===== config.mk =====
export PLATFORM = sky130hd
export DESIGN_NAME = ifetch_unit
export DESIGN_NICKNAME = d
export VERILOG_FILES = /design/src/rtl/mips_pkg.sv /design/src/rtl/ifetch_unit_fetch_queue.sv /design/src/rtl/ifetch_unit.sv
export SDC_FILE = /design/constraint.sdc
export NUM_CORES = 1
export LEC_CHECK = 0
export BUFFER_PORTS_ARGS = -buffer_cell sky130_fd_sc_hd__buf_2
export CORE_AREA = 2 2 159 99
export DETAILED_ROUTE_END_ITERATION = 7
export DIE_AREA = 0 0 161 101
export GPL_ROUTABILITY_DRIVEN = 0
export PLACE_DENSITY = 0.91
export SYNTH_ARGS = -nofsm -noshare
export SYNTH_HDL_FRONTEND = slang
export SYNTH_HIERARCHICAL = 1
export SYNTH_SLANG_ARGS = --single-unit

===== constraint.sdc =====
create_clock -name clk -period 9 [get_ports clk]
set_input_delay 1.8 -clock clk [delete_from_list [all_inputs] [get_ports clk]]
set_output_delay 1.8 -clock clk [all_outputs]
set_load 0.02 [all_outputs]

===== src/rtl/mips_pkg.sv =====
`default_nettype none
// ============================================================================
// Module      : mips_pkg
// Description : Shared types and constants for the instruction-fetch slice.
//               Contents:
//                 fetch_state_t - fetch FSM state encoding (IDLE/REQ/WAIT/DROP)
//                 PC_STEP       - byte distance between consecutive words
//                 word_align()  - clears the byte-offset bits of an address
// Revision    : 1.0 - initial release
// ============================================================================
package mips_pkg;

  typedef enum logic [1:0] {
    ST_IDLE = 2'd0,  // no request; waiting for queue space
    ST_REQ  = 2'd1,  // request driven, waiting for grant
    ST_WAIT = 2'd2,  // granted, waiting for read data
    ST_DROP = 2'd3   // granted request orphaned by a redirect
  } fetch_state_t;

  localparam int unsigned PC_STEP = 4;

  // Force a byte address onto a 32-bit word boundary.
  function automatic logic [31:0] word_align(input logic [31:0] addr);
    return addr & ~32'd3;
  endfunction

endpackage
`default_nettype wire


===== src/rtl/ifetch_unit_fetch_queue.sv =====
`default_nettype none
// ============================================================================
// Module      : fetch_queue
// Description : Synchronous FIFO holding fetched {pc, instruction} entries.
//               The head entry is read straight out of the storage flops, so
//               it stays stable while it is not popped. flush beats push.
// Ports       :
//   clk    in   clock
//   rst    in   synchronous reset, active-high (clears storage and count)
//   push   in   write din at the tail
//   pop    in   discard the head (ignored when empty)
//   flush  in   empty the queue
//   din    in   WIDTH  entry to write
//   dout   out  WIDTH  head entry
//   count  out  CNT_W  number of valid entries
// Revision    : 1.0 - initial release
// ============================================================================
module fetch_queue #(
  parameter  int WIDTH = 64,
  parameter  int DEPTH = 2,
  localparam int PTR_W = $clog2(DEPTH),
  localparam int CNT_W = $clog2(DEPTH) + 1
) (
  input  logic             clk,
  input  logic             rst,
  input  logic             push,
  input  logic             pop,
  input  logic             flush,
  input  logic [WIDTH-1:0] din,
  output logic [WIDTH-1:0] dout,
  output logic [CNT_W-1:0] count
);

  localparam logic [CNT_W-1:0] FULL = CNT_W'(DEPTH);

  logic [WIDTH-1:0] mem [DEPTH];
  logic [PTR_W-1:0] rd_ptr;
  logic [PTR_W-1:0] wr_ptr;
  logic             do_push;
  logic             do_pop;

  assign do_pop  = pop && (count != '0);
  // A full queue can still accept a write when the head leaves the same cycle.
  assign do_push = push && ((count != FULL) || do_pop);
  assign dout    = mem[rd_ptr];

  // DEPTH is a power of two, so the pointers wrap by plain overflow.
  always_ff @(posedge clk) begin
    if (rst) begin
      rd_ptr <= '0;
      wr_ptr <= '0;
      count  <= '0;
      for (int i = 0; i < DEPTH; i++) begin
        mem[i] <= '0;
      end
    end else if (flush) begin
      rd_ptr <= '0;
      wr_ptr <= '0;
      count  <= '0;
    end else begin
      if (do_push) begin
        mem[wr_ptr] <= din;
        wr_ptr      <= wr_ptr + PTR_W'(1);
      end
      if (do_pop) begin
        rd_ptr <= rd_ptr + PTR_W'(1);
      end
      unique case ({do_push, do_pop})
        2'b10:   count <= count + CNT_W'(1);
        2'b01:   count <= count - CNT_W'(1);
        default: count <= count;
      endcase
    end
  end

endmodule
`default_nettype wire


===== src/rtl/ifetch_unit.sv =====
`default_nettype none
// ============================================================================
// Module      : ifetch_unit
// Description : Instruction-fetch engine. Walks a fetch PC, issues one word
//               read at a time over req/gnt/rvalid, buffers the returned words
//               with their PCs and presents them to decode over valid/ready.
//               A redirect reloads the fetch PC and flushes queued and
//               in-flight work.
// Ports       :
//   clk, rst        clock; synchronous active-high reset
//   redirect_valid  in   load redirect_pc as new fetch PC, flush queue
//   redirect_pc     in   ADDR_W  new fetch PC (bits [1:0] ignored)
//   imem_req        out  read request
//   imem_addr       out  ADDR_W  word-aligned read address
//   imem_gnt        in   request accepted this cycle
//   imem_rvalid     in   read data valid
//   imem_rdata      in   DATA_W  read data
//   instr_valid     out  queue head valid
//   instr_ready     in   decode takes the head this cycle
//   instr_data      out  DATA_W  head instruction
//   instr_pc        out  ADDR_W  head PC
//   busy            out  request or response outstanding
// Revision    : 1.0 - initial release
// ============================================================================
module ifetch_unit
  import mips_pkg::*;
#(
  parameter int              ADDR_W   = 32,
  parameter int              DATA_W   = 32,
  parameter int              Q_DEPTH  = 2,
  parameter logic [ADDR_W-1:0] RESET_PC = '0
) (
  input  logic              clk,
  input  logic              rst,
  input  logic              redirect_valid,
  input  logic [ADDR_W-1:0] redirect_pc,
  output logic              imem_req,
  output logic [ADDR_W-1:0] imem_addr,
  input  logic              imem_gnt,
  input  logic              imem_rvalid,
  input  logic [DATA_W-1:0] imem_rdata,
  output logic              instr_valid,
  input  logic              instr_ready,
  output logic [DATA_W-1:0] instr_data,
  output logic [ADDR_W-1:0] instr_pc,
  output logic              busy
);

  localparam int CNT_W = $clog2(Q_DEPTH) + 1;
  localparam int QW    = ADDR_W + DATA_W;

  localparam logic [CNT_W-1:0] DEPTH_C  = CNT_W'(Q_DEPTH);
  localparam logic [CNT_W:0]   DEPTH_CX = (CNT_W + 1)'(Q_DEPTH);
  localparam logic [ADDR_W-1:0] STEP    = ADDR_W'(PC_STEP);

  fetch_state_t      state;
  logic [ADDR_W-1:0] fpc;       // next address to request
  logic [ADDR_W-1:0] pend_pc;   // address of the granted, outstanding read
  logic [CNT_W-1:0]  q_count;
  logic [QW-1:0]     q_dout;
  logic              q_push;
  logic              q_pop;
  logic [CNT_W:0]    cnt_after; // queue occupancy after this cycle's push/pop

  // Redirect cancels any pop this cycle; the flush empties the queue anyway.
  assign q_pop     = instr_valid && instr_ready && !redirect_valid;
  assign q_push    = (state == ST_WAIT) && imem_rvalid && !redirect_valid;
  assign cnt_after = {1'b0, q_count} + (CNT_W + 1)'(1) - {{CNT_W{1'b0}}, q_pop};

  // Outputs decode straight from flops.
  assign imem_req    = (state == ST_REQ);
  assign imem_addr   = fpc;
  assign busy        = (state != ST_IDLE);
  assign instr_valid = (q_count != '0);
  assign instr_pc    = q_dout[QW-1:DATA_W];
  assign instr_data  = q_dout[DATA_W-1:0];

  fetch_queue #(
    .WIDTH (QW),
    .DEPTH (Q_DEPTH)
  ) u_fetch_queue (
    .clk   (clk),
    .rst   (rst),
    .push  (q_push),
    .pop   (q_pop),
    .flush (redirect_valid),
    .din   ({pend_pc, imem_rdata}),
    .dout  (q_dout),
    .count (q_count)
  );

  // Queue space is reserved at issue: only one read is ever outstanding and
  // REQ is entered only with room for its result, so a push never overflows.
  always_ff @(posedge clk) begin
    if (rst) begin
      state   <= ST_IDLE;
      fpc     <= RESET_PC;
      pend_pc <= '0;
    end else if (redirect_valid) begin
      fpc <= redirect_pc & ~ADDR_W'(3);
      unique case (state)
        ST_IDLE: state <= ST_REQ;
        // Ungranted request is simply withdrawn and re-driven at the target.
        ST_REQ:  state <= imem_gnt ? ST_DROP : ST_REQ;
        ST_WAIT: state <= imem_rvalid ? ST_REQ : ST_DROP;
        ST_DROP: state <= ST_DROP;
        default: state <= ST_IDLE;
      endcase
    end else begin
      unique case (state)
        ST_IDLE: begin
          if (q_count < DEPTH_C) begin
            state <= ST_REQ;
          end
        end
        ST_REQ: begin
          if (imem_gnt) begin
            pend_pc <= fpc;
            fpc     <= fpc + STEP;
            state   <= ST_WAIT;
          end
        end
        ST_WAIT: begin
          if (imem_rvalid) begin
            state <= (cnt_after < DEPTH_CX) ? ST_REQ : ST_IDLE;
          end
        end
        ST_DROP: begin
          // Swallow the orphaned response; the queue was flushed, so there
          // is room for a new request.
          if (imem_rvalid) begin
            state <= ST_REQ;
          end
        end
        default: state <= ST_IDLE;
      endcase
    end
  end

endmodule
`default_nettype wire


==> reports/summary.log, run 1 <==
INFO  outcome        status=completed
INFO  finish         area_growth_syn_to_layout=16.7%
INFO  placement      detailed_place_hpwl=12300um
INFO  synthesis      synth_enable_flop_cells=128
INFO  global_routing gr-usage-all-layers=23.3%
INFO  placement      detailed_place.area=9620um^2
INFO  timing         timing.max_slew.rel_slack=28.7%
INFO  detailed_routing drt-wirelength-per-cell=17.0um
INFO  worst_setup_path required=9.07ns
INFO  power          power_density=183nW/um^2
INFO  power          p_total=1.87mW
INFO  clock_network  cts-root-to-sink-buffers=2
INFO  timing         setup_tns=0ns
INFO  finish         instances_no_fill=1103
INFO  timing         slew_viol_final=0
INFO  clock_network  worst_skew_pair_later_pin_latency=0.42ns
INFO  finish         diodes=0
INFO  job            drv_cap=0
INFO  detailed_routing post_drt_via_cell_ratio=5.36
INFO  finish         register_cell_area_after_layout=5190um^2
INFO  timing         final.setup.worst_slack=4.77ns
INFO  timing         max_freq=236MHz
INFO  worst_setup_path worstSetupStartpoint=redirect_valid
INFO  synthesis      post_synth_num_cell_types=55
INFO  synthesis      synth_top_flop_cell=edfxtp_1
INFO  clock_network  cts_tree=done
INFO  floorplanning  placeableCoreArea=14900um^2
INFO  timing         final_setup_viols=0
INFO  timing         transition_time_at_the_pin_with_the_least_slew_margin=1.07ns
INFO  floorplanning  die_h=101um
INFO  floorplanning  design.die.area=16300um^2
INFO  timing         final.period_utilization=47.0%
INFO  synthesis      mappedNetlistArea=8740um^2
INFO  floorplanning  ios=169
INFO  synthesis      seq_area_frac_synth=59.3%
INFO  global_routing first_global_vias=5487
INFO  detailed_routing detail-route-antenna-nets=0
INFO  clock_network  cts.repair_timing.setup_buffer_count=0
INFO  clock_network  number_of_instances_resized_during_post_cts_repair=0
INFO  finish         multi_input_comb_area=3270um^2
INFO  placement      io_buffers=164
INFO  placement      detailedPlace.worstSlack=4.37ns
INFO  global_routing globalRouteOverflowTotal=0
INFO  finish         final_common_cell=buf_2
INFO  timing         rsz0062_at_grt=false
INFO  floorplanning  initial_core_util=58.7%
INFO  finish         layout.filler_cells=1073
INFO  min_path       timing.hold.worst.start=pend_pc[15]
INFO  power          p_leak=4.03nW
INFO  finish         finalNetCount=959
INFO  finish         final_design_area_no_fill=10200um^2
INFO  clock_network  cts_hold_buffers=0
INFO  placement      dp_cells=1071
INFO  finish         layout-drive-gt1-share=32.4%
INFO  clock_network  cts_root_buffer=clkbuf_16
INFO  min_path       hold_path_class=reg -> reg
INFO  detailed_routing routed_vias=5911
INFO  worst_setup_path worstPathMaxFanout=33
INFO  synthesis      synth.ff_latch_count=195
INFO  synthesis      synthArstFlopShare=0%
INFO  floorplanning  die_width=161um
INFO  worst_setup_path crit_path_cell_trace=buf_2 -> nor4bb_1 -> nor4b_4 -> or2_2 -> buf_4
INFO  clock_network  cts_max_level=4
INFO  clock_network  clkSlewWorstSetupHoldPaths=0.07ns
INFO  global_routing grt_max_degree=69
INFO  worst_setup_path startpoint_to_endpoint_class_of_the_critical_path=in -> reg
INFO  worst_setup_path worst_path_max_delay_cell=or2_2
INFO  global_routing first_pass_grt_wire_length=28900um
INFO  clock_network  cts.sink_count=195
INFO  worst_setup_path timing.reg2reg.setup_slack=6.03ns
INFO  clock_network  tritoncts.num_buffers=17
INFO  timing         layout_min_cycle_time=4.23ns
INFO  floorplanning  core.rowCount=35
INFO  timing         setup_skew_after_layout=0.00873ns
INFO  detailed_routing drt_first_iter_violations=455
INFO  worst_setup_path critical_path.max_stage_delay=0.70ns
INFO  synthesis      ys.warnings.count=6
INFO  worst_setup_path critPathArrivalTime=4.30ns
INFO  power          peakVddDrop=0.124mV
INFO  worst_setup_path worstSetupEndpointType=flop
INFO  timing         report.final.hold_viol_count=0
INFO  detailed_routing wirelength=18700um
INFO  synthesis      synth_area_per_cell=11.9um^2
INFO  detailed_routing first_pass_detailed_route_iteration_total=5
INFO  finish         most_frequent_cells_in_the_layout=buf_2, and2_1, edfxtp_1, nand2_1, dfxtp_1
INFO  synthesis      syn-instance-count=736
INFO  worst_setup_path r2r_start=state[1]
INFO  timing         fin_worst_hold_slack=0.465ns
INFO  detailed_routing post-route-drc-count=0
INFO  finish         core_util_final=68.5%
INFO  global_routing antenna_found_initial=0
INFO  worst_setup_path startpoint_type=primary input
[power breakdown]
part / internal (mW) / switching [mW] / leakage (nW) / total [mW]
logic: 0.0498 / 0.0854 / 1.88 / 0.135
registers: 0.983 / 0.0254 / 1.87 / 1.01
clock network: 0.370 / 0.353 / 0.282 / 0.723
[cell type report]
cell class,instances,area share (%)
Clock buffer,18,4.21
Clock inverter,14,1.41
Inverter,7,0.258
Multi-Input combinational cell,494,32.1
Sequential cell,195,50.9
Tap cell,203,2.49
Timing Repair Buffer,172,8.64
[final timing paths]
path / end / cells past startpoint
setup / recovery: u_fetch_queue/mem[0][38] / 5
hold / removal: pend_pc[15] / 2
setup reg to reg: u_fetch_queue/mem[0][38] / 4
hold reg to reg: pend_pc[15] / 2
[registers in the layout (all words and copies together) (netlist names), named ones only]
signal                cells
u_fetch_queue/mem       128
imem_addr                30
pend_pc                  30
state                     2
u_fetch_queue/count       2
u_fetch_queue/rd_ptr      1
u_fetch_queue/wr_ptr      1
[cell families (layout without fill, tap and decap cells)]
family | count (synthesis) | after routing | share of synthesized area, %
AO/OA/AOI/OAI | 69 | 69 | 4.64
buffers and inverters | 52 | 211 | 3.61
adder cells (fa/ha/maj) | 2 | 2 | 0.286
XOR/XNOR | 23 | 23 | 2.31
multiplexers | 75 | 75 | 9.55
other | 1 | 6 | 0.0429
AND/OR/NAND/NOR | 319 | 319 | 20.2
flip-flops | 195 | 195 | 59.3
[per-layer routing]
layer / vias up / GRT usage (%) / part of all wire, %
li1: 2862 / - / -
met1: 2801 / 34.2 / 47
met2: 236 / 35.6 / 45
met3: 12 / 5.35 / 7.4
met4: 0 / 5.22 / 0.58
met5: - / 0 / 0
[critical path, delay by kind of cell]
kind / cells / cell delay [ns]
buffers and inverters: 2 / 0.77
and+or+nand+nor: 3 / 1.67
[synthesized netlist by cell type (all sizes together) (2+ instances only)]
cell type	count	area share [%]
a211oi	7	0.60
a21oi	41	2.3
or4	5	0.52
a31oi	2	0.14
o211ai	2	0.17
nor3b	3	0.37
a311oi	3	0.30
nor2	35	1.5
o21ai	5	0.29
or2	8	0.60
o22ai	2	0.14
buf	22	2.2
xor2	8	0.80
mux2	67	8.6
or3	5	0.36
nand2	88	3.8
or3b	2	0.20
o221ai	2	0.20
clkbuf	23	1.1
dfxtp	67	15
edfxtp	128	44
nor4	9	0.86
and3	4	0.29
nand3	13	0.86
nor3	8	0.57
inv	6	0.26
o21a	2	0.17
ha	2	0.29
nand4	5	0.53
nor2b	2	0.14
and2	128	9.2
xnor2	15	1.5
mux2i	8	0.92
No activity file was read; power rests on OpenSTA's default activity.
==> run 2: changes to the inputs <==
Settings changed: CORE_AREA 2 2 159 99 to 2 2 174 108, DIE_AREA 0 0 161 101 to 0 0 176 110, PLACE_DENSITY 0.91 to 0.81.
Clock period 9 ns to 3.84 ns, I/O delays scaled along.
==> run 2 against run 1 <==
Net effect:
- via count about the same
- sequential share of layout area decreased by 0.51 points
- sequential cell count did not move
- design area rose by 1.0%
- clock power is 140% higher
- combinational power up 140%
- core utilization is 10 points lower
- critical path type is now reg -> out
- highest routed layer is now met5
==> reports/summary.log, run 2 (synthesis gave the netlist of run 1 again) <==
INFO  outcome        status=completed [unchanged]
INFO  detailed_routing wirelength=19300um [was 18700 um]
INFO  worst_setup_path required=3.07ns [was 9.07 ns]
INFO  detailed_routing drt_first_iter_violations=530 [was 455]
INFO  finish         register_name_with_the_most_flops=u_fetch_queue/mem [unchanged]
INFO  min_path       hold_path_class=reg -> reg [unchanged]
INFO  detailed_routing detail-route-antenna-nets=0 [unchanged]
INFO  clock_network  cts_hold_buffers=0 [unchanged]
INFO  floorplanning  design.die.area=19400um^2 [was 16300 um^2]
INFO  finish         finalNetCount=960 [was 959]
INFO  timing         setup_tns=0ns [unchanged]
INFO  finish         final_common_cell=buf_2 [unchanged]
INFO  detailed_routing drt-wirelength-per-cell=16.9um [was 17.0 um]
INFO  clock_network  number_of_instances_resized_during_post_cts_repair=0 [unchanged]
INFO  detailed_routing post-route-drc-count=0 [unchanged]
INFO  detailed_routing first_pass_detailed_route_iteration_total=5 [unchanged]
INFO  floorplanning  die_width=176um [was 161 um]
INFO  detailed_routing routed_vias=5915 [was 5911]
INFO  worst_setup_path crit_path_cell_trace=buf_12 -> mux2_2 -> buf_2 [was buf_2 -> nor4bb_1 -> nor4b_4 -> or2_2 -> buf_4]
INFO  timing         final_setup_viols=0 [unchanged]
INFO  floorplanning  die_h=110um [was 101 um]
INFO  worst_setup_path worstPathMaxFanout=39 [was 33]
INFO  global_routing globalRouteOverflowTotal=0 [unchanged]
INFO  clock_network  cts_max_level=4 [unchanged]
INFO  finish         most_frequent_cells_in_the_layout=buf_2, and2_1, edfxtp_1, nand2_1, dfxtp_1 [unchanged]
INFO  global_routing grt_max_degree=66 [was 69]
INFO  power          p_leak=4.05nW [was 4.03 nW]
INFO  finish         multi_input_comb_area=3270um^2 [unchanged]
INFO  worst_setup_path startpoint_to_endpoint_class_of_the_critical_path=reg -> out [was in -> reg]
INFO  floorplanning  placeableCoreArea=17700um^2 [was 14900 um^2]
INFO  timing         setup_skew_after_layout=0.0159ns [was 0.00873 ns]
INFO  finish         largest_register_ff_count=128 [unchanged]
INFO  clock_network  worst_skew_pair_later_pin_latency=0.43ns [was 0.42 ns]
INFO  power          power_density=431nW/um^2 [was 183 nW/um^2]
INFO  worst_setup_path worst_path_max_delay_cell=dfxtp_2 [was or2_2]
INFO  clock_network  clkSlewWorstSetupHoldPaths=0.07ns [about the same]
INFO  timing         max_freq=344MHz
INFO  global_routing first_global_vias=5516 [was 5487]
INFO  power          peakVddDrop=0.266mV [was 0.124 mV]
INFO  timing         fin_worst_hold_slack=0.461ns [was 0.465 ns]
INFO  timing         slew_viol_final=0 [unchanged]
INFO  finish         register_cell_area_after_layout=5190um^2 [unchanged]
INFO  placement      detailedPlace.worstSlack=0.570ns [was 4.37 ns]
INFO  worst_setup_path worstSetupEndpointType=primary output [was flop]
INFO  floorplanning  initial_core_util=49.3% [was 58.7%]
INFO  finish         layout.filler_cells=1470 [was 1073]
INFO  clock_network  cts_root_buffer=clkbuf_16 [unchanged]
INFO  worst_setup_path startpoint_type=flop [was primary input]
INFO  finish         layout-drive-gt1-share=32.5% [was 32.4%]
INFO  detailed_routing post_drt_via_cell_ratio=5.18 [was 5.36]
INFO  worst_setup_path critical_path.max_stage_delay=0.79ns [was 0.70 ns]
INFO  job            drv_cap=0 [unchanged]
INFO  clock_network  cts-root-to-sink-buffers=2 [unchanged]
INFO  finish         area_growth_syn_to_layout=17.9% [was 16.7%]
INFO  global_routing first_pass_grt_wire_length=30100um [was 28900 um]
INFO  global_routing gr-usage-all-layers=20.4% [was 23.3%]
INFO  finish         final_design_area_no_fill=10300um^2 [was 10200 um^2]
INFO  floorplanning  ios=169 [unchanged]
INFO  worst_setup_path critPathArrivalTime=2.13ns [was 4.30 ns]
INFO  timing         final.period_utilization=75.6%
INFO  clock_network  tritoncts.num_buffers=17 [unchanged]
INFO  placement      io_buffers=164 [unchanged]
INFO  timing         final.setup.worst_slack=0.937ns [was 4.77 ns]
INFO  clock_network  cts_tree=done [unchanged]
INFO  placement      detailed_place_hpwl=12800um [was 12300 um]
INFO  placement      detailed_place.area=9710um^2 [was 9620 um^2]
INFO  floorplanning  core.rowCount=38 [was 35]
INFO  global_routing antenna_found_initial=1 [was 0]
INFO  finish         diodes=0 [unchanged]
INFO  timing         report.final.hold_viol_count=0 [unchanged]
INFO  clock_network  cts.repair_timing.setup_buffer_count=0 [unchanged]
INFO  timing         rsz0062_at_grt=false [unchanged]
INFO  worst_setup_path path_buf_inv=2 [unchanged]
INFO  timing         transition_time_at_the_pin_with_the_least_slew_margin=0.715ns [was 1.07 ns]
INFO  timing         layout_min_cycle_time=2.90ns
INFO  timing         timing.max_slew.rel_slack=52.3% [was 28.7%]
INFO  clock_network  cts.sink_count=195 [unchanged]
INFO  worst_setup_path cpLargestDelayFamily=flip-flops [was simple AND/OR/NAND/NOR gates]
[run 2: cell types whose count changed in the layout (fill, tap and decap cells not counted), sizes merged]
| cell | delta |
|---|---|
| clkinvlp | +2 |
| clkbuf | +1 |
| bufinv | +1 |
| buf | +1 |
| clkinv | -4 |
[run 2: report_power, final]
group / leakage, nW / internal (mW) / switching [mW]
combinational: 1.90 / 0.120 / 0.200
sequential: 1.87 / 2.30 / 0.0626
clock: 0.282 / 0.939 / 0.819
[run 2: layout make-up]
class                   instances  area share (%)
inverters                       7           0.255
clock inverters                13            1.39
clock buffers                  19            4.30
well taps                     240            2.92
flip-flops and latches        195            50.4
multi-input cells             494            31.8
repair buffers                173            8.99
[run 2: path summary, 6_finish.rpt]
kind / end / startpoint / slack, ns / cells past startpoint
min: pend_pc[9] / pend_pc[9] / 0.46 / 2
max reg2reg: u_fetch_queue/mem[1][27] / state[1] / 1.28 / 4
max: instr_pc[31] / flop / 0.94 / 3
min reg2reg: pend_pc[9] / pend_pc[9] / 0.46 / 2
[run 2: routing by layer]
metal  part of all wire, %  routed length [um]  global-route usage (%)
met1                    48                9290                    30.5
met2                    44                8430                    30.3
met3                   7.2                1390                    4.70
met4                   1.0                 195                    4.60
met5                 0.088                  17                       0
[run 2: metrics by stage]
step,util (%),cells,total power [mW]
after floorplan,-,741,2.59
after global placement,54.8,1109,2.73
after detailed placement,54.8,1109,2.73
after CTS,58.1,1141,4.48
after global routing,58.1,1141,4.60
final,58.1,1141,4.44
[run 2: worst reg2reg max path: stages, from the launching register on]
cell and delay, ns:
dfxtp_1 0.45, nor4bb_1 0.59, nor3b_4 0.31, or2_2 0.55
buf_12 0.34
